### config.mk
export PLATFORM = sky130hd
export DESIGN_NAME = blur_img_param
export DESIGN_NICKNAME = d
export VERILOG_FILES = /design/src/rtl/blur_pkg.sv /design/src/rtl/blur_window_addr.sv /design/src/rtl/blur_img_param.sv
export SDC_FILE = /design/constraint.sdc
export NUM_CORES = 1
export LEC_CHECK = 0
export CORE_UTILIZATION = 63
export DETAILED_ROUTE_END_ITERATION = 10
export HOLD_SLACK_MARGIN = 0.02
export PLACE_DENSITY = 0.88
export SLEW_MARGIN = 40
export SYNTH_ARGS = -nofsm -noshare
export SYNTH_HDL_FRONTEND = slang
export SYNTH_SLANG_ARGS = --single-unit
### constraint.sdc
create_clock -name clk_in -period 5.8 [get_ports clk_in]
set_input_delay 1.74 -clock clk_in [delete_from_list [all_inputs] [get_ports clk_in]]
set_output_delay 1.74 -clock clk_in [all_outputs]
set_load 0.1 [all_outputs]
### src/rtl/blur_pkg.sv
// Shared types and kernel helpers for the parametrised 3x3 blur engine.
//   blur_mode_e  : run-time kernel select
//   blur_state_e : sequencer states
//   tap_weight() : weight of tap k (raster over dy,dx = -1..1) for a mode
//   tap_shift()  : normalising right shift for a mode
package blur_pkg;

  localparam int KERNEL_TAPS = 9;

  typedef enum logic [1:0] {
    BLUR_GAUSS = 2'd0,
    BLUR_IDENT = 2'd1,
    BLUR_HORIZ = 2'd2,
    BLUR_VERT  = 2'd3
  } blur_mode_e;

  typedef enum logic [2:0] {
    ST_IDLE,
    ST_FETCH,
    ST_DRAIN,
    ST_WRITE,
    ST_DONE
  } blur_state_e;

  // Weight = rowW(dy) * colW(dx); a blurred axis uses 1,2,1, a pass-through axis 0,1,0.
  function automatic logic [2:0] tap_weight(blur_mode_e mode, logic [3:0] k);
    logic [1:0] ri, ci, rw, cw;
    ri = (k < 4'd3) ? 2'd0 : (k < 4'd6) ? 2'd1 : 2'd2;
    ci = (k == 4'd0 || k == 4'd3 || k == 4'd6) ? 2'd0 :
         (k == 4'd1 || k == 4'd4 || k == 4'd7) ? 2'd1 : 2'd2;
    if (mode == BLUR_GAUSS || mode == BLUR_VERT) rw = (ri == 2'd1) ? 2'd2 : 2'd1;
    else                                         rw = (ri == 2'd1) ? 2'd1 : 2'd0;
    if (mode == BLUR_GAUSS || mode == BLUR_HORIZ) cw = (ci == 2'd1) ? 2'd2 : 2'd1;
    else                                          cw = (ci == 2'd1) ? 2'd1 : 2'd0;
    return 3'(rw) * 3'(cw);
  endfunction

  function automatic logic [2:0] tap_shift(blur_mode_e mode);
    case (mode)
      BLUR_GAUSS: return 3'd4;
      BLUR_IDENT: return 3'd0;
      default:    return 3'd2;
    endcase
  endfunction

endpackage

### src/rtl/blur_window_addr.sv
// Combinational clamped tap address for the 3x3 window.
//   x_i, y_i     : centre pixel coordinates
//   row_base_i   : y_i*WIDTH, maintained incrementally by the caller
//   tap_i        : tap index 0..8, raster over dy,dx = -1..1
//   addr_o       : address of the tap with edge-replicate clamping
module blur_window_addr #(
  parameter int WIDTH  = 64,
  parameter int HEIGHT = 64
) (
  input  logic [$clog2(WIDTH)-1:0]        x_i,
  input  logic [$clog2(HEIGHT)-1:0]       y_i,
  input  logic [$clog2(WIDTH*HEIGHT)-1:0] row_base_i,
  input  logic [3:0]                      tap_i,
  output logic [$clog2(WIDTH*HEIGHT)-1:0] addr_o
);
  localparam int AW = $clog2(WIDTH*HEIGHT);
  localparam int XW = $clog2(WIDTH);
  localparam int YW = $clog2(HEIGHT);

  logic          dy_neg, dy_pos, dx_neg, dx_pos;
  logic [AW-1:0] row_addr;
  logic [XW-1:0] col;

  always_comb begin
    dy_neg = (tap_i < 4'd3);
    dy_pos = (tap_i > 4'd5);
    dx_neg = (tap_i == 4'd0 || tap_i == 4'd3 || tap_i == 4'd6);
    dx_pos = (tap_i == 4'd2 || tap_i == 4'd5 || tap_i == 4'd8);

    row_addr = row_base_i;
    if (dy_neg && y_i != '0)                    row_addr = row_base_i - AW'(WIDTH);
    else if (dy_pos && y_i != YW'(HEIGHT - 1))  row_addr = row_base_i + AW'(WIDTH);

    col = x_i;
    if (dx_neg && x_i != '0)                    col = x_i - XW'(1);
    else if (dx_pos && x_i != XW'(WIDTH - 1))   col = x_i + XW'(1);

    addr_o = row_addr + AW'(col);
  end

endmodule

### src/rtl/blur_img_param.sv
// Parametrised 3x3 separable blur: reads a frame from a BRAM with fixed
// registered read latency, applies the selected kernel with clamped borders
// and streams one result per pixel to a write port.
//   clk_in, rst_n_in            : clock, async active-low reset
//   start_in, mode_in           : start request, kernel select (latched on start)
//   ext_read_addr[_valid]       : source BRAM address / enable
//   ext_pixel_in                : source data, READ_LATENCY cycles after address
//   ext_write_addr/_valid       : destination address (y*WIDTH+x) / strobe
//   ext_pixel_out               : blurred pixel
//   busy_out, blur_done         : frame in progress, completion pulse
//
// state    | meaning
// ST_IDLE  | waiting for start_in
// ST_FETCH | issue the 9 tap reads, k = 0..8
// ST_DRAIN | wait READ_LATENCY cycles for the last taps to land
// ST_WRITE | emit the pixel, advance x/y
// ST_DONE  | one-cycle completion pulse
module blur_img_param
  import blur_pkg::*;
#(
  parameter int BIT_DEPTH    = 8,
  parameter int WIDTH        = 64,
  parameter int HEIGHT       = 64,
  parameter int READ_LATENCY = 2
) (
  input  logic                            clk_in,
  input  logic                            rst_n_in,
  input  logic                            start_in,
  input  logic [1:0]                      mode_in,
  output logic [$clog2(WIDTH*HEIGHT)-1:0] ext_read_addr,
  output logic                            ext_read_addr_valid,
  input  logic [BIT_DEPTH-1:0]            ext_pixel_in,
  output logic [$clog2(WIDTH*HEIGHT)-1:0] ext_write_addr,
  output logic                            ext_write_valid,
  output logic [BIT_DEPTH-1:0]            ext_pixel_out,
  output logic                            busy_out,
  output logic                            blur_done
);
  localparam int AW   = $clog2(WIDTH*HEIGHT);
  localparam int XW   = $clog2(WIDTH);
  localparam int YW   = $clog2(HEIGHT);
  localparam int ACCW = BIT_DEPTH + 4;
  localparam int DW   = (READ_LATENCY > 1) ? $clog2(READ_LATENCY) : 1;

  blur_state_e   state_q, state_d;
  blur_mode_e    mode_q, mode_d;
  logic [XW-1:0] x_q, x_d;
  logic [YW-1:0] y_q, y_d;
  logic [AW-1:0] row_base_q, row_base_d;
  logic [3:0]    k_q, k_d;
  logic [DW-1:0] drn_q, drn_d;
  logic [ACCW-1:0] acc_q, acc_d;

  // Tap-valid and weight travel alongside the BRAM read pipeline.
  logic [READ_LATENCY-1:0] vld_q;
  logic [2:0]              w_q [READ_LATENCY];

  logic [AW-1:0]        tap_addr;
  logic [2:0]           shift;
  logic [ACCW-1:0]      rnd;
  logic [BIT_DEPTH-1:0] res;

  blur_window_addr #(
    .WIDTH  (WIDTH),
    .HEIGHT (HEIGHT)
  ) u_window_addr (
    .x_i        (x_q),
    .y_i        (y_q),
    .row_base_i (row_base_q),
    .tap_i      (k_q),
    .addr_o     (tap_addr)
  );

  always_comb begin
    state_d    = state_q;
    mode_d     = mode_q;
    x_d        = x_q;
    y_d        = y_q;
    row_base_d = row_base_q;
    k_d        = k_q;
    drn_d      = drn_q;
    case (state_q)
      ST_IDLE: begin
        if (start_in) begin
          state_d    = ST_FETCH;
          mode_d     = blur_mode_e'(mode_in);
          x_d        = '0;
          y_d        = '0;
          row_base_d = '0;
          k_d        = '0;
        end
      end
      ST_FETCH: begin
        if (k_q == 4'(KERNEL_TAPS - 1)) begin
          state_d = ST_DRAIN;
          k_d     = '0;
          drn_d   = DW'(READ_LATENCY - 1);
        end else begin
          k_d = k_q + 4'd1;
        end
      end
      ST_DRAIN: begin
        if (drn_q == '0) state_d = ST_WRITE;
        else             drn_d   = drn_q - DW'(1);
      end
      ST_WRITE: begin
        state_d = ST_FETCH;
        if (x_q == XW'(WIDTH - 1)) begin
          x_d = '0;
          if (y_q == YW'(HEIGHT - 1)) begin
            state_d = ST_DONE;
          end else begin
            y_d        = y_q + YW'(1);
            row_base_d = row_base_q + AW'(WIDTH);
          end
        end else begin
          x_d = x_q + XW'(1);
        end
      end
      ST_DONE: state_d = ST_IDLE;
      default: state_d = ST_IDLE;
    endcase
  end

  always_comb begin
    acc_d = acc_q;
    if (state_q == ST_FETCH && k_q == '0) acc_d = '0;
    if (vld_q[READ_LATENCY-1])
      acc_d = acc_d + ACCW'(ext_pixel_in) * ACCW'(w_q[READ_LATENCY-1]);
  end

  // Round half up before the normalising shift.
  always_comb begin
    shift = tap_shift(mode_q);
    rnd   = (shift == 3'd0) ? '0 : (ACCW'(1) << (shift - 3'd1));
    res   = BIT_DEPTH'((acc_q + rnd) >> shift);
  end

  always_comb begin
    ext_read_addr_valid = (state_q == ST_FETCH);
    ext_read_addr       = (state_q == ST_FETCH) ? tap_addr : '0;
    ext_write_valid     = (state_q == ST_WRITE);
    ext_write_addr      = (state_q == ST_WRITE) ? (row_base_q + AW'(x_q)) : '0;
    ext_pixel_out       = (state_q == ST_WRITE) ? res : '0;
    busy_out            = (state_q == ST_FETCH) || (state_q == ST_DRAIN) || (state_q == ST_WRITE);
    blur_done           = (state_q == ST_DONE);
  end

  always_ff @(posedge clk_in or negedge rst_n_in) begin
    if (!rst_n_in) begin
      state_q    <= ST_IDLE;
      mode_q     <= BLUR_GAUSS;
      x_q        <= '0;
      y_q        <= '0;
      row_base_q <= '0;
      k_q        <= '0;
      drn_q      <= '0;
      acc_q      <= '0;
      vld_q      <= '0;
      for (int i = 0; i < READ_LATENCY; i++) w_q[i] <= '0;
    end else begin
      state_q    <= state_d;
      mode_q     <= mode_d;
      x_q        <= x_d;
      y_q        <= y_d;
      row_base_q <= row_base_d;
      k_q        <= k_d;
      drn_q      <= drn_d;
      acc_q      <= acc_d;
      vld_q[0]   <= (state_q == ST_FETCH);
      w_q[0]     <= tap_weight(mode_q, k_q);
      for (int i = 1; i < READ_LATENCY; i++) begin
        vld_q[i] <= vld_q[i-1];
        w_q[i]   <= w_q[i-1];
      end
    end
  end

endmodule

==> results of run 1 <==
## layer usage
layer	wire length (um)	GRT usage (%)
met5	0	0
met1	4760	40.6
met4	132	8.05
met2	4960	49.5
met3	507	3.22
## cells in the final DEF, fill, tap and decap left out, drive strengths merged, types with 7 or more instances in the layout
cell	n
buf	38
xnor2	20
nand3	17
nor2	45
nor3	9
nand2	57
a211oi	7
xor2	12
o21ai	38
ha	40
and3	10
fa	15
o31ai	9
a21o	7
and2	40
clkdlybuf4s50	11
dfrtp	48
a21oi	24
inv	51
## where the power goes
part | total (W) | leakage [nW] | switching [W] | internal [W]
registers | 0.000583 | 0.622 | 0.000151 | 0.000432
logic | 0.00211 | 1.78 | 0.00141 | 0.000699
clock network | 0.000227 | 0.0522 | 0.000127 | 0.000100
## flip-flops by register name, indices dropped and copies added, names as in the netlist
| signal | count |
|---|---|
| acc_q | 12 |
| drn_q | 1 |
| k_q | 4 |
| mode_q | 2 |
| row_base_q | 6 |
| state_q | 3 |
| vld_q | 2 |
| w_q | 6 |
| x_q | 6 |
| y_q | 6 |
## cell families (layout without fill, tap and decap cells)
group	count (synthesis)	in the layout
flops	48	48
simple gates	217	217
other cells	1	1
compound gates	126	126
mux	9	9
xor+xnor	32	32
buf+inv	75	107
fa+ha+maj	55	55
## critical path, delay by kind of cell (launching register included)
family	cells	cell delay, ns
AOI/OAI and AO/OA	5	1.08
xor gates and xnor gates	1	0.17
adders and majority gates	3	0.66
buffers and inverters	3	0.71
DFF	1	0.41
and+or+nand+nor	2	0.37
## worst paths after layout
path                                        startpoint                   to  slack [ns]  cells after the start
worst min register to register        w_q[5]$_DFF_PN0_     w_q[2]$_DFF_PN0_        0.36                      0
worst min-delay path                  w_q[5]$_DFF_PN0_     w_q[2]$_DFF_PN0_        0.36                      0
worst max register to register  state_q[1]$_DFFE_PN0P_  acc_q[11]$_DFF_PN0_        0.92                     14
max in group asynchronous                     rst_n_in     w_q[5]$_DFF_PN0_        3.86                      2
min in group asynchronous                     rst_n_in   x_q[1]$_DFFE_PN0P_        1.50                      2
worst max-delay path             mode_q[0]$_DFFE_PN0P_     ext_pixel_out[7]        0.34                     14
## through the flow
step	hold WS, ns	setup slack, ns	setup TNS [ns]
2_1_floorplan	0.331	-0.480	-1.09
3_3_place_gp	0.334	0.338	0
3_5_place_dp	0.335	0.235	0
4_1_cts	0.357	0.362	0
5_1_grt	0.377	0.0748	0
6_report	0.355	0.339	0
## cell type report
class                   count  area share (%)
multi-input cells         440            61.5
flip-flops and latches     48            23.5
repair buffers             49            6.92
inverters                  50            3.68
well taps                  96            2.35
clock buffers               6            1.62
clock inverters             2           0.343
==> results.md, run 1 <==
- Vias: approximately 4100
- Cell taking the most area after synthesis: dfrtp_1
- Status: completed
- GRT Total Usage: 29.5%
- Area growth syn-to-layout: 10.8%
- Static Leak: ~2.5 nW
- CP Data Required Time: 4.06 ns
- Clk sinks: 48
- Number of port buffers: 48
- Final Critical Period: ~5.5 ns
- Core ar.: between 6000 and 7000 um^2
- Area share of the largest cell type after synthesis: 26.1%
- TritonCTS clock tree: built
- Final core utilization: 73.5%
- Post-route clock period utilization: between 90 and 100%
- Final cell count without fillers: 691
- YS warnings: 0
- Final Hold Fails: 0
- Die outline width: ~87 um
- Syn_nets: between 600 and 700
- H-tree levels: 2
- Die Y: 87.5 um
- Synth Register Bits: 48
- Die area: 7650 um^2
- Largest family of logic cells by synthesized area: simple AND/OR/NAND/NOR gates
- Overflow after GRT: 0
- Filler Cell Count: 534
- Seq/Total Area, Yosys: 26.1%
- Max Fclk: between 150 and 200 MHz
- Post-synthesis simple-gate area fraction: about a quarter
- Number of gates resized after cts: 0
- Storage element area: 1200 um^2
- Max transition margin: 48.5%
- Nets: roughly 660
- Synth Area in Compound Gates: 17.7%
- Post-CTS Setup Bufs: 0
- Worst path arrival time: 3.72 ns
- Worst-Margin Slew: around 0.76 ns
- Later-pin clock latency in the skew report: ~0.32 ns
- CTS buffer count: 5
- WL/cell: ~15 um
- Top cell by count, worst path: ha_1
- Largest net degree at the start of global routing: 49
- RSZ-0062 raised after global routing: no
- Cell count after placement: 683
- ANT cells: 0
- # DRC: 0
- Synth area leaders: dfrtp_1 26%, ha_1 11%, fa_1 6.5%, and2_1 5.4%, nand2_1 4.6%
- Crit-path cells: inv_1 > ha_1 > or2_2 > inv_1 > ha_1 > ha_1 > a21o_1 > a31o_2 > a31o_2 > nand2_1 > xnor2_1 > a31oi_1 > a211oi_2 > buf_4
- Power per cell area: 572 nW/um^2
- Routability Congestion: 0.913
- # setup viols final: 0
- Antenna violations before repair: 0
- Crit Path Category: reg -> out
- Num ports: 49
- Dpl hpwl: 7880 um
- Number of global-route vias before repair: 3963
- Reg clk slew, reported paths: around 0.090 ns
- Max Cap Viol: 0
- Worst Hold Class: reg -> reg
- Async SR Flop Fraction: 100%
- Post-synthesis xor/xnor area fraction: 6.09%
- Clock skew: 0.0127 ns
- CTS root buf: clkbuf_8
- Max Slew Vio Count: 0
- Most frequent cell after synthesis: nand2_1
- CTS Hold Bufs: 0
- CP endpoint kind: primary output
- Synth Cell Area: between 4000 and 5000 um^2
- Yosys cell types: 61
- Worst setup SP type: flip-flop
- DR vias/cell: 5.94
- Adder-Cell Fraction of Synth Area: 17.4%
- CP max stage cell: dfrtp_1
- First-pass GRT wire length: around 18000 um
- Layout Cell Area excl Fill: roughly 5000 um^2
- FP Rows: 30
- Clock buffer depth: 2
- Fraction of layout cells with a size suffix above 1: 10.8%
- DRT Wirelength: 10400 um
- Total Power: approximately 0.0029 W
- Multi-input gate area in the final layout: 3140 um^2
- Placed inst area: about 5000 um^2
- Router iterations before antenna repair: 5
- Worst-path maximum fanout: 16
- Multiplexer area fraction after synthesis: 2.07%
- Crit-path max cell delay: 0.41 ns
- Final ANT Viol Nets: 0
- Peak VDD IR: 558 uV
- Most frequent cells after synthesis: 57 x nand2_1, 48 x dfrtp_1, 48 x inv_1
- Primary FF master, synth: dfrtp_1
- Syn Inst Count: 563
- Initial Utilization: 66.3%
- Initial DRC count: 249
- EDFF count, synth: 0
- Mean post-synth cell area: a little over 8 um^2
Power figures use the tool's default switching activity.
==> inputs of run 2 (changes only) <==
SLEW_MARGIN = 10   (was 40)
==> results.md, run 2 (synthesized netlist as in run 1, its figures left out) <==
- Status: completed
- WL/cell: 15.0 um (about the same)
- Number of gates resized after cts: 0 (unchanged)
- TritonCTS clock tree: built
- Die Y: 87.5 um (unchanged)
- Die area: 7650 um^2 (unchanged)
- Vias: 4102 (-0.097%)
- Clock skew: 0.00762 ns (-0.00513 ns)
- First-pass GRT wire length: 17700 um (-0.97%)
- Largest net degree at the start of global routing: 49 (unchanged)
- Final Critical Period: 5.46 ns (+0.00109 ns)
- DRT Wirelength: 10400 um (about the same)
- Sequential share of power: 20.0% (about the same)
- Worst path arrival time: 3.72 ns (about the same)
- Num ports: 49 (unchanged)
- Max reg flops: 12 (unchanged)
- Switching share of power: 57.7% (-0.15 points)
- Crit Path Category: reg -> out
- CP max stage cell: dfrtp_1
- Placed inst area: 5070 um^2 (+1.4%)
- Clk sinks: 48 (unchanged)
- Static Leak: 2.42 nW (-1.3%)
- ANT cells: 0 (unchanged)
- Fraction of layout cells with a size suffix above 1: 8.07% (-2.7 points)
- Internal power: 0.00123 W (+0.28%)
- Area growth syn-to-layout: 12.4%
- Max transition margin: 34.4% (-14 points)
- Post-route clock period utilization: 94.2% (about the same)
- Reg clk slew, reported paths: 0.10 ns (about the same)
- Nets: 662 (unchanged)
- Power per cell area: 564 nW/um^2 (-1.5%)
- Most frequent cells in the layout: 57 x nand2_1, 48 x inv_1, 48 x dfrtp_1, 45 x nor2_1
- CTS buffer count: 5 (unchanged)
- Routability Congestion: 0.913 (unchanged)
- Leading cell type in the layout, fill and taps excluded: nand2_1
- Crit-path max cell delay: 0.42 ns (about the same)
- Crit-path cells: inv_1 > ha_1 > or2_2 > inv_1 > ha_1 > ha_1 > a21o_1 > a31o_2 > a31o_2 > nand2_1 > xnor2_1 > a31oi_1 > a211oi_2 > buf_4
- Final Hold Fails: 0 (unchanged)
- Worst-path maximum fanout: 16 (unchanged)
- Initial DRC count: 311 (+25%)
- Number of port buffers: 48 (unchanged)
- GRT Total Usage: 29.1% (-0.45 points)
- Final hold slack: 0.354 ns (-0.000621 ns)
- RSZ-0062 raised after global routing: no
- Peak VDD IR: 493 uV (-12%)
- CP endpoint kind: primary output
- Top cell by count, worst path: ha_1
- Max Slew Vio Count: 0 (unchanged)
- Filler Cell Count: 517 (-3.2%)
- Overflow after GRT: 0 (unchanged)
- Dpl hpwl: 7880 um (about the same)
- CTS Hold Bufs: 0 (unchanged)
- Initial Utilization: 66.3% (unchanged)
- Post-CTS Setup Bufs: 0 (unchanged)
- Core ar.: 6940 um^2 (unchanged)
- CP Data Required Time: 4.06 ns (about the same)
- Reg with most FFs: acc_q
- # DRC: 0 (unchanged)
- Clock group share of total power: 7.8% (about the same)
- DR vias/cell: 5.94 (about the same)
- FP Rows: 30 (unchanged)
- # setup viols final: 0 (unchanged)
- Crit path buffers/inverters: 3 (unchanged)
- Final ANT Viol Nets: 0 (unchanged)
- Cell class contributing the biggest share of worst-path delay: compound AO/OA/AOI/OAI gates
- Max Fclk: 183 MHz (about the same)
- Layout Cell Area excl Fill: 5170 um^2 (+1.4%)
- Net Sw Power: 0.00168 W (-0.34%)
- Max Cap Viol: 0 (unchanged)
- Worst setup SP type: flip-flop
- Clock buffer depth: 2 (unchanged)
- Router iterations before antenna repair: 4 (-1)
- Logic pwr share: 72.2% (about the same)
- Number of global-route vias before repair: 3859 (-2.6%)
- Die outline width: 87.5 um (unchanged)
- CTS root buf: clkbuf_8
- Later-pin clock latency in the skew report: 0.31 ns (about the same)
- Antenna violations before repair: 0 (unchanged)
- Worst Hold Class: reg -> reg
- H-tree levels: 2 (unchanged)
- Total Power: 0.00292 W (about the same)
- Worst-Margin Slew: 0.980 ns (+0.216 ns)
[run 2: cell count changes in the layout (fill, tap and decap cells not counted), sizes merged]
cell / change
buf: -16
clkdlybuf4s50: +16
[run 2: power groups by stage]
| stage | registers (W) | logic, W | clock network, W |
|---|---|---|---|
| final | 0.000582 | 0.00211 | 0.000228 |
| after global routing | 0.000600 | 0.00231 | 0.000243 |
| after CTS | 0.000577 | 0.00209 | 0.000228 |
| after detailed placement | 0.000583 | 0.00208 | 0 |
| after global placement | 0.000574 | 0.00201 | 0 |
| after floorplan | 0.000510 | 0.00173 | 0 |
[run 2: final cells by class]
cell class                      instances  area [um^2]  area share, %
Inverter                               50          188           3.63
Sequential cell                        48         1200           23.2
Tap cell                               96          120           2.32
Clock buffer                            6         82.6           1.60
Timing Repair Buffer                   49          433           8.37
Clock inverter                          2         17.5          0.339
Multi-Input combinational cell        440         3130           60.5
[run 2: per-stage QoR]
stage                     worst slack (ns)  util, %  instances  setup TNS (ns)
after floorplan                     -0.480        -        563           -1.09
after global placement               0.338     73.0        683               0
after detailed placement             0.239     73.0        683               0
after CTS                            0.384     74.5        691               0
after global routing                 0.125     74.5        691               0
final                                0.338     74.5        691               0
[run 2: worst paths after layout]
check,startpoint,endpoint,slack [ns],cells past startpoint
worst min-delay path,w_q[5]$_DFF_PN0_,w_q[2]$_DFF_PN0_,0.35,0
min in group asynchronous,rst_n_in,x_q[1]$_DFFE_PN0P_,1.52,2
worst max register to register,state_q[1]$_DFFE_PN0P_,acc_q[11]$_DFF_PN0_,0.91,14
max in group asynchronous,rst_n_in,state_q[1]$_DFFE_PN0P_,3.86,2
worst min register to register,w_q[5]$_DFF_PN0_,w_q[2]$_DFF_PN0_,0.35,0
worst max-delay path,mode_q[0]$_DFFE_PN0P_,ext_pixel_out[7],0.34,14
[run 2: layer usage]
metal  GRT usage [%]  up-vias  wire length [um]  part of all wire [%]
met1            41.3     1959              4780                    46
met2            47.0      127              4900                    47
li1                -     2004                 -                     -
met5               0        -                 0                     0
met3            3.70       12               577                   5.6
met4            7.45        0                98                  0.95
